File: config.mk
export PLATFORM = sky130hd
export DESIGN_NAME = multicycle_controller
export DESIGN_NICKNAME = d
export VERILOG_FILES = /design/src/rtl/multicycle_controller.sv
export SDC_FILE = /design/constraint.sdc
export NUM_CORES = 1
export LEC_CHECK = 0
export CORE_UTILIZATION = 43
export DETAILED_ROUTE_END_ITERATION = 8
export PLACE_DENSITY = 0.74
export SETUP_SLACK_MARGIN = 0.5
export SYNTH_ARGS = -nofsm -noshare
export SYNTH_HDL_FRONTEND = slang
export SYNTH_SLANG_ARGS = --single-unit
File: constraint.sdc
create_clock -name clk -period 3.03 [get_ports clk]
set_input_delay 0.909 -clock clk [delete_from_list [all_inputs] [get_ports clk]]
set_output_delay 0.909 -clock clk [all_outputs]
set_load 0.01 [all_outputs]
File: src/rtl/multicycle_controller.sv
// Multi-cycle control FSM for the RV32I(C) core: sequences FETCH/DECODE/EXEC/MEM/TRAP,
// handshakes imem/dmem with req/ack, traps illegal encodings and bus timeouts, counts retirements.
module multicycle_controller #(
    parameter int ACK_TIMEOUT = 16,
    parameter int TMO_W       = 5,
    parameter int INSTRET_W   = 32
) (
    input  logic                 clk,
    input  logic                 rst_n,
    input  logic [4:0]           opcode,
    input  logic [2:0]           func3,
    input  logic                 func7_5th_bit,
    input  logic                 c_inst_flag,
    input  logic                 br_eq,
    input  logic                 br_lt,
    input  logic                 imem_ack,
    input  logic                 dmem_ack,
    output logic                 imem_req,
    output logic                 dmem_req,
    output logic                 ir_we,
    output logic                 pc_we,
    output logic [1:0]           pc_sel,
    output logic [2:0]           imm_sel,
    output logic                 reg_we,
    output logic                 br_un,
    output logic                 A_sel,
    output logic                 B_sel,
    output logic [3:0]           alu_sel,
    output logic                 data_mem_we,
    output logic [1:0]           wb_sel,
    output logic [2:0]           mode,
    output logic                 illegal_inst,
    output logic                 bus_err,
    output logic                 retire,
    output logic [INSTRET_W-1:0] instret,
    output logic [2:0]           state
);

    typedef enum logic [2:0] {
        S_FETCH  = 3'd0,
        S_DECODE = 3'd1,
        S_EXEC   = 3'd2,
        S_MEM    = 3'd3,
        S_TRAP   = 3'd4
    } state_t;

    localparam logic [4:0] OP_LOAD   = 5'b00000;
    localparam logic [4:0] OP_IMM    = 5'b00100;
    localparam logic [4:0] OP_AUIPC  = 5'b00101;
    localparam logic [4:0] OP_STORE  = 5'b01000;
    localparam logic [4:0] OP_REG    = 5'b01100;
    localparam logic [4:0] OP_LUI    = 5'b01101;
    localparam logic [4:0] OP_BRANCH = 5'b11000;
    localparam logic [4:0] OP_JALR   = 5'b11001;
    localparam logic [4:0] OP_JAL    = 5'b11011;

    localparam int               TMO_LAST_I = (ACK_TIMEOUT == 0) ? 0 : ACK_TIMEOUT - 1;
    localparam logic [TMO_W-1:0] TMO_LAST   = TMO_LAST_I[TMO_W-1:0];

    state_t                 state_q, state_d;
    logic [TMO_W-1:0]       tmo_q, tmo_d;
    logic                   bus_cause_q, bus_cause_d;
    logic [INSTRET_W-1:0]   instret_q, instret_d;

    logic       legal, is_load, is_store, is_branch, is_jump, writes_rd, br_taken;
    logic [2:0] imm_dec, mode_dec;
    logic [3:0] alu_dec;
    logic [1:0] wb_dec, step_sel;
    logic       a_dec, b_dec, brun_dec, sel_en, tmo_hit;

    function automatic logic [3:0] alu_op(input logic [2:0] f3, input logic f7b, input logic is_reg);
        case (f3)
            3'b000:  alu_op = (is_reg && f7b) ? 4'd1 : 4'd0;
            3'b001:  alu_op = 4'd5;
            3'b010:  alu_op = 4'd8;
            3'b011:  alu_op = 4'd9;
            3'b100:  alu_op = 4'd2;
            3'b101:  alu_op = f7b ? 4'd7 : 4'd6;
            3'b110:  alu_op = 4'd3;
            default: alu_op = 4'd4;
        endcase
    endfunction

    // Decode straight from the IR fields; only the FSM decides whether it is used.
    always_comb begin
        legal     = 1'b1;
        is_load   = 1'b0;
        is_store  = 1'b0;
        is_branch = 1'b0;
        is_jump   = 1'b0;
        writes_rd = 1'b0;
        imm_dec   = 3'd0;
        a_dec     = 1'b0;
        b_dec     = 1'b0;
        alu_dec   = 4'd0;
        wb_dec    = 2'd1;
        mode_dec  = 3'd0;
        brun_dec  = 1'b0;
        case (opcode)
            OP_REG: begin
                writes_rd = 1'b1;
                alu_dec   = alu_op(func3, func7_5th_bit, 1'b1);
                legal     = !func7_5th_bit || (func3 == 3'b000) || (func3 == 3'b101);
            end
            OP_IMM: begin
                writes_rd = 1'b1;
                b_dec     = 1'b1;
                alu_dec   = alu_op(func3, func7_5th_bit, 1'b0);
                imm_dec   = (func3 == 3'b101 && func7_5th_bit) ? 3'd1 : 3'd0;
            end
            OP_LOAD: begin
                is_load = 1'b1;
                b_dec   = 1'b1;
                wb_dec  = 2'd0;
                case (func3)
                    3'b000:  mode_dec = 3'd2;
                    3'b001:  mode_dec = 3'd1;
                    3'b010:  mode_dec = 3'd0;
                    3'b100:  mode_dec = 3'd3;
                    3'b101:  mode_dec = 3'd4;
                    default: legal    = 1'b0;
                endcase
            end
            OP_STORE: begin
                is_store = 1'b1;
                imm_dec  = 3'd2;
                b_dec    = 1'b1;
                case (func3)
                    3'b000:  mode_dec = 3'd2;
                    3'b001:  mode_dec = 3'd1;
                    3'b010:  mode_dec = 3'd0;
                    default: legal    = 1'b0;
                endcase
            end
            OP_BRANCH: begin
                is_branch = 1'b1;
                imm_dec   = 3'd3;
                a_dec     = 1'b1;
                b_dec     = 1'b1;
                brun_dec  = func3[1];
                legal     = (func3 != 3'b010) && (func3 != 3'b011);
            end
            OP_JAL: begin
                is_jump   = 1'b1;
                writes_rd = 1'b1;
                imm_dec   = 3'd5;
                a_dec     = 1'b1;
                b_dec     = 1'b1;
                wb_dec    = 2'd2;
            end
            OP_JALR: begin
                is_jump   = 1'b1;
                writes_rd = 1'b1;
                b_dec     = 1'b1;
                wb_dec    = 2'd2;
            end
            OP_LUI: begin
                writes_rd = 1'b1;
                imm_dec   = 3'd4;
                b_dec     = 1'b1;
                alu_dec   = 4'd10;
            end
            OP_AUIPC: begin
                writes_rd = 1'b1;
                imm_dec   = 3'd4;
                a_dec     = 1'b1;
                b_dec     = 1'b1;
            end
            default: legal = 1'b0;
        endcase
    end

    always_comb begin
        case (func3)
            3'b000:         br_taken = br_eq;
            3'b001:         br_taken = !br_eq;
            3'b100, 3'b110: br_taken = br_lt;
            3'b101, 3'b111: br_taken = !br_lt;
            default:        br_taken = 1'b0;
        endcase
    end

    assign step_sel = c_inst_flag ? 2'd0 : 2'd1;
    assign tmo_hit  = (ACK_TIMEOUT != 0) && (tmo_q == TMO_LAST);

    // Everything is forced low while rst_n is asserted so requests drop without waiting for a clock.
    always_comb begin
        state_d      = state_q;
        bus_cause_d  = bus_cause_q;
        imem_req     = 1'b0;
        dmem_req     = 1'b0;
        ir_we        = 1'b0;
        pc_we        = 1'b0;
        pc_sel       = 2'd0;
        reg_we       = 1'b0;
        data_mem_we  = 1'b0;
        illegal_inst = 1'b0;
        bus_err      = 1'b0;
        retire       = 1'b0;
        if (rst_n) begin
            case (state_q)
                S_FETCH: begin
                    imem_req = 1'b1;
                    if (imem_ack) begin
                        ir_we   = 1'b1;
                        state_d = S_DECODE;
                    end else if (tmo_hit) begin
                        bus_cause_d = 1'b1;
                        state_d     = S_TRAP;
                    end
                end
                S_DECODE: begin
                    bus_cause_d = 1'b0;
                    state_d     = legal ? S_EXEC : S_TRAP;
                end
                S_EXEC: begin
                    if (is_load || is_store) begin
                        state_d = S_MEM;
                    end else begin
                        pc_we   = 1'b1;
                        reg_we  = writes_rd;
                        retire  = 1'b1;
                        state_d = S_FETCH;
                        if (is_branch)    pc_sel = br_taken ? 2'd2 : step_sel;
                        else if (is_jump) pc_sel = 2'd2;
                        else              pc_sel = step_sel;
                    end
                end
                S_MEM: begin
                    dmem_req    = 1'b1;
                    data_mem_we = is_store;
                    if (dmem_ack) begin
                        reg_we  = is_load;
                        pc_we   = 1'b1;
                        pc_sel  = step_sel;
                        retire  = 1'b1;
                        state_d = S_FETCH;
                    end else if (tmo_hit) begin
                        bus_cause_d = 1'b1;
                        state_d     = S_TRAP;
                    end
                end
                S_TRAP: begin
                    pc_we        = 1'b1;
                    pc_sel       = 2'd3;
                    illegal_inst = !bus_cause_q;
                    bus_err      = bus_cause_q;
                    state_d      = S_FETCH;
                end
                default: state_d = S_FETCH;
            endcase
        end
    end

    // Wait counter restarts on every state change; only FETCH/MEM can stay put.
    always_comb begin
        if (state_d != state_q)
            tmo_d = '0;
        else if (state_q == S_FETCH || state_q == S_MEM)
            tmo_d = tmo_q + 1'b1;
        else
            tmo_d = tmo_q;
        instret_d = retire ? instret_q + 1'b1 : instret_q;
    end

    always_ff @(posedge clk or negedge rst_n) begin
        if (!rst_n) begin
            state_q     <= S_FETCH;
            tmo_q       <= '0;
            bus_cause_q <= 1'b0;
            instret_q   <= '0;
        end else begin
            state_q     <= state_d;
            tmo_q       <= tmo_d;
            bus_cause_q <= bus_cause_d;
            instret_q   <= instret_d;
        end
    end

    assign sel_en  = rst_n && (state_q == S_DECODE || state_q == S_EXEC || state_q == S_MEM);
    assign imm_sel = sel_en ? imm_dec  : 3'd0;
    assign A_sel   = sel_en ? a_dec    : 1'b0;
    assign B_sel   = sel_en ? b_dec    : 1'b0;
    assign alu_sel = sel_en ? alu_dec  : 4'd0;
    assign wb_sel  = sel_en ? wb_dec   : 2'd0;
    assign mode    = sel_en ? mode_dec : 3'd0;
    assign br_un   = sel_en ? brun_dec : 1'b0;
    assign instret = instret_q;
    assign state   = state_q;

endmodule

# Yosys cells after proc, flatten, opt, wreduce, memory -nomap -nowiden
# Cells that the tools add are included.
[totals]
reg_bits = 41
inputBits = 16
wordCells = 134
[classes]
add_sub_neg = 2
n_eq_ne = 25
muxes = 74
reduce_logical = 29
[op_table]
columns = ["op", "count"]
rows = [
  ["$pmux W4 S7", 2],
  ["$mux W1", 41],
  ["$add A32 B1 Y32 const B", 1],
  ["$pmux W3 S4", 2],
  ["$mux W3", 7],
  ["$eq A5 B4 Y1 const B", 4],
  ["$eq A3 B3 Y1 const B", 5],
  ["$eq A5 B5 Y1 const B", 3],
  ["$pmux W3 S5", 1],
  ["$mux W2", 7],
  ["$eq A3 B2 Y1 const B", 4],
  ["$pmux W4 S3", 1],
  ["$eq A5 B3 Y1 const B", 2],
  ["$mux W5", 2],
  ["$reduce_or A5 Y1", 2],
  ["$pmux W2 S2", 2],
  ["$reduce_or A2 Y1", 4],
  ["$reduce_or A8 Y1", 1],
  ["$eq A3 B1 Y1 const B", 2],
  ["$logic_not A3 Y1", 2],
  ["$logic_or A1 B1 Y1", 6],
  ["$ne A3 B2 Y1 const B", 2],
  ["$pmux W1 S3", 2],
  ["$pmux W2 S3", 1],
  ["16 further kinds", 24],
]

# Depth between registers and ports, before layout
[logic_depth]
depth_word = 9
mapped_depth = 8

# Worst setup path after synthesis
# OpenSTA, ideal clock, no wires.
[synth_timing]
path_kind = "input-to-output"
startpoint = "input port opcode[4]"
endpoint = "output port mode[1]"
arrival_ns = 2.335
t_required_ns = 2.121
path_slack_ns = -0.214
cell_stages = 5
path_cell_list = "clkbuf_2 > or4_1 > buf_4 > or3_1 > a211oi_1"
[synth_between]
elab_chain_len = 3
word_cells_on_any_way = 4
[synth_lines]
columns = ["item", "line_no", "text"]
rows = [
  ["from (decl)", "10", "input logic [4:0] opcode,"],
  ["$eq A5 B4 Y1 / $logic_not A5 Y1 (equally long branches)", "99", "case (opcode)"],
  ["$pmux W3 S2 *", "99", ""],
  ["$mux W3 *", "286", "assign mode = sel_en ? mode_dec : 3'd0;"],
  ["to (decl)", "31", "output logic [2:0] mode,"],
]
# Mark *: on every way between the ends. The rest lies on a longest branch, timed or not.

# Final worst setup path
[layout_timing]
startpoint = "input port opcode[2]"
endpoint = "output port mode[0]"
# Same word-level chain as after synthesis.

==> results.py <==
metrics = {
    "outcome": {
        "status": "finished with violations",
        "failed_checks": "negative setup slack",
    },
    "timing": {
        "fin_crit_ns": 3.24,
        "tightestPinTransition_ns": 0.650,
        "max_slew_margin": 0.563,
        "fin_skew_ns": 0.00268,
        "fmaxAchievable_ghz": 0.309,
        "final_hold_viol_count": 0,
        "setup_ws_ns": -0.211,
        "report.final.slew_viol_count": 0,
        "fin_crit_sh": 1.07,
        "tns_ns": -1.32,
        "finalSetupViolCount": 13,
        "rsz0062_at_grt": "yes",
        "holdWs_ns": 0.484,
    },
    "worst_setup_path": {
        "crit_path_start_kind": "input port",
        "crit_slowest_cell": "or4_4",
        "cpLargestDelayFamily": "simple AND/OR/NAND/NOR gates",
        "cp.arrival_ns": 2.33,
        "required_ns": 2.12,
        "max_stage_delay_ns": 0.54,
        "endpoint_kind": "output pin",
        "cp_max_fo": 3,
        "critical_path_class": "in -> out",
        "path_cells": "buf_6, or4_4, or3_4, nor2_1, buf_2",
        "path_buf_inv": 2,
    },
    "logic_synthesis": {
        "syn_nets": 305,
        "synth_top_family_by_area": "simple AND/OR/NAND/NOR gates",
        "yosys-mux-area-fraction": 0.0142,
        "synthCells": 286,
        "ys_ff_latch": 41,
        "synth_cell_types": 48,
        "synthesis.area_mm2": 0.00255,
        "yosysSeqAreaShare": 0.403,
        "synth_top_area_share": 0.403,
        "netlist_top_cells_count": "41 x dfrtp_1, 29 x xnor2_1, 24 x nand2_1",
        "postSynthAreaPerCell_um2": 8.91,
        "synth_area_leaders": "dfrtp_1 40%, xnor2_1 10%, nand3_1 3.5%",
        "yosys.area_share.xor_xnor": 0.117,
        "synth_top_cell_by_area": "dfrtp_1",
        "async_flop_share": 1.00,
        "synthSimpleGateAreaFrac": 0.280,
        "synth_fa_ha_area_frac": 0.0147,
        "synth_compound_area_frac": 0.131,
        "post-synth-top-count-cell": "dfrtp_1",
        "yosysWarnings": 0,
        "synthFlopType": "dfrtp_1",
        "synth-edff-count": 0,
    },
    "clock_tree": {
        "cts_sinks": 41,
        "cts_max_level": 2,
        "clkTransAtPathRegs_ns": 0.08,
        "cts_hold_buf": 0,
        "cts.path.max_buffers": 2,
        "cts_tree": "built",
        "insertion_delay_ns": 0.29,
        "cts_made_buffers": 5,
        "cts-root-buf": "clkbuf_8",
    },
    "route": {
        "vias_per_cell": 5.71,
        "wl_met1_um": 3610,
        "drc": 0,
        "vias": 2882,
        "dr.pass1.iters": 4,
        "wl_per_cell_um": 17.9,
        "highest_layer": "met4",
        "detail_route.iter0.violations": 148,
        "wl_met3_um": 547,
        "antenna_left": 0,
        "routed_wl_um": 9060,
        "wl_met2_um": 4600,
    },
    "grt": {
        "track_usage": 0.277,
        "grt_max_degree": 39,
        "grt_pass1_wl_um": 13700,
        "grt_pass1_vias": 2875,
        "overflow": 0,
        "antenna_found_initial": 0,
    },
    "final_layout": {
        "final_nets": 451,
        "drive_above_1_share": 0.420,
        "post-route-util": 0.791,
        "syn2layout_area_growth_pct": 74.1,
        "fillers": 370,
        "n_antenna_cell": 0,
        "fin_area_mm2": 0.00444,
    },
    "placement": {
        "hpwl_um": 5260,
        "place_area_mm2": 0.00382,
        "io_buffer_count": 76,
        "gp_congestion": 0.859,
    },
    "run": {
        "cap_violations": 0,
    },
    "power": {
        "p_leak_nw": 2.03,
        "power.density_mw_per_mm2": 359,
        "ir_drop_mv": 0.293,
        "p_total_mw": 1.59,
    },
    "floorplanning": {
        "start_util": 0.454,
        "num_io_pins": 77,
        "fp.coreArea_mm2": 0.00561,
        "die-area_mm2": 0.00624,
        "die_y_um": 79.0,
        "die_x_um": 79.0,
        "rows": 27,
    },
    "worst_hold_path": {
        "hold_class": "reg -> reg",
    },
}
## power breakdown
group | total, mW | internal [mW] | switching (mW)
sequential | 0.653 | 0.591 | 0.0623
clock | 0.399 | 0.210 | 0.189
combinational | 0.541 | 0.264 | 0.277
total | 1.59 | 1.07 | 0.528
## worst register-to-register path: stages, from the launching register on
cell and delay [ns]:
dfrtp_1 0.51, and4b_1 0.42, a41oi_4 0.06, buf_4 0.18, nor3_4 0.37, nand3_1 0.17, xnor2_1 0.16
## cells by family (layout without fill, tap and decap cells)
group	after synthesis	in the layout
simple gates	133	133
compound gates	47	47
flops	41	41
xor+xnor	34	34
buf+inv	25	172
fa+ha+maj	3	3
mux	3	3
## metrics by stage
step | instances | setup slack [ns]
2_1_floorplan | 286 | -0.0528
3_3_place_gp | 465 | -0.857
3_5_place_dp | 465 | -0.894
4_1_cts | 496 | -0.215
5_1_grt | 505 | -0.221
6_report | 505 | -0.211
## area by class of cell
cell class | instances | area (um^2) | share of cell area
Tap cell | 72 | 90.1 | 0.0203
Clock inverter | 1 | 8.76 | 0.00197
Sequential cell | 41 | 1030 | 0.231
Clock buffer | 7 | 96.3 | 0.0217
Timing Repair Buffer | 158 | 1410 | 0.317
Multi-Input combinational cell | 220 | 1790 | 0.403
Inverter | 6 | 22.5 | 0.00508
## repair_timing
item / CTS / global route
pin swaps: 31 / 11
buffers inserted: 23 / 9
gates resized for setup: 198 / 38
endpoints found under the setup margin: 57 / 44
gates cloned: 0 / 0
## path summary, 6_finish.rpt
| path | from | endpoint | slack (ns) | cells past startpoint |
|---|---|---|---|---|
| worst max-delay path | opcode[2] | mode[0] | -0.21 | 5 |
| worst min-delay path | instret[31] | instret[31] | 0.48 | 1 |
| worst max register to register | state[2] | instret[21] | 1.03 | 6 |
| worst min register to register | instret[31] | instret[31] | 0.48 | 1 |
| max in group asynchronous | rst_n | instret[1] | 1.98 | 5 |
| min in group asynchronous | rst_n | tmo_q[4] | 0.72 | 4 |
## sequential cells by signal, indices dropped and copies added, names as in the netlist
name         count
state            3
instret         32
tmo_q            5
bus_cause_q      1
## metal layers
metal,up-vias,GRT usage
met5,-,0
met4,0,0.102
met3,27,0.0299
met2,142,0.498
met1,1394,0.339
li1,1319,-
## placed cells by master, fill, tap and decap left out, types with 13 or more instances in the layout
cell / instances
buf_4: 53
dfrtp_1: 41
clkdlybuf4s50_1: 36
buf_6: 34
xnor2_1: 29
buf_2: 24
nand2_1: 19
nor2_1: 17
nand3_1: 16
nand4_1: 13
No activity file was read; power rests on OpenSTA's default activity.
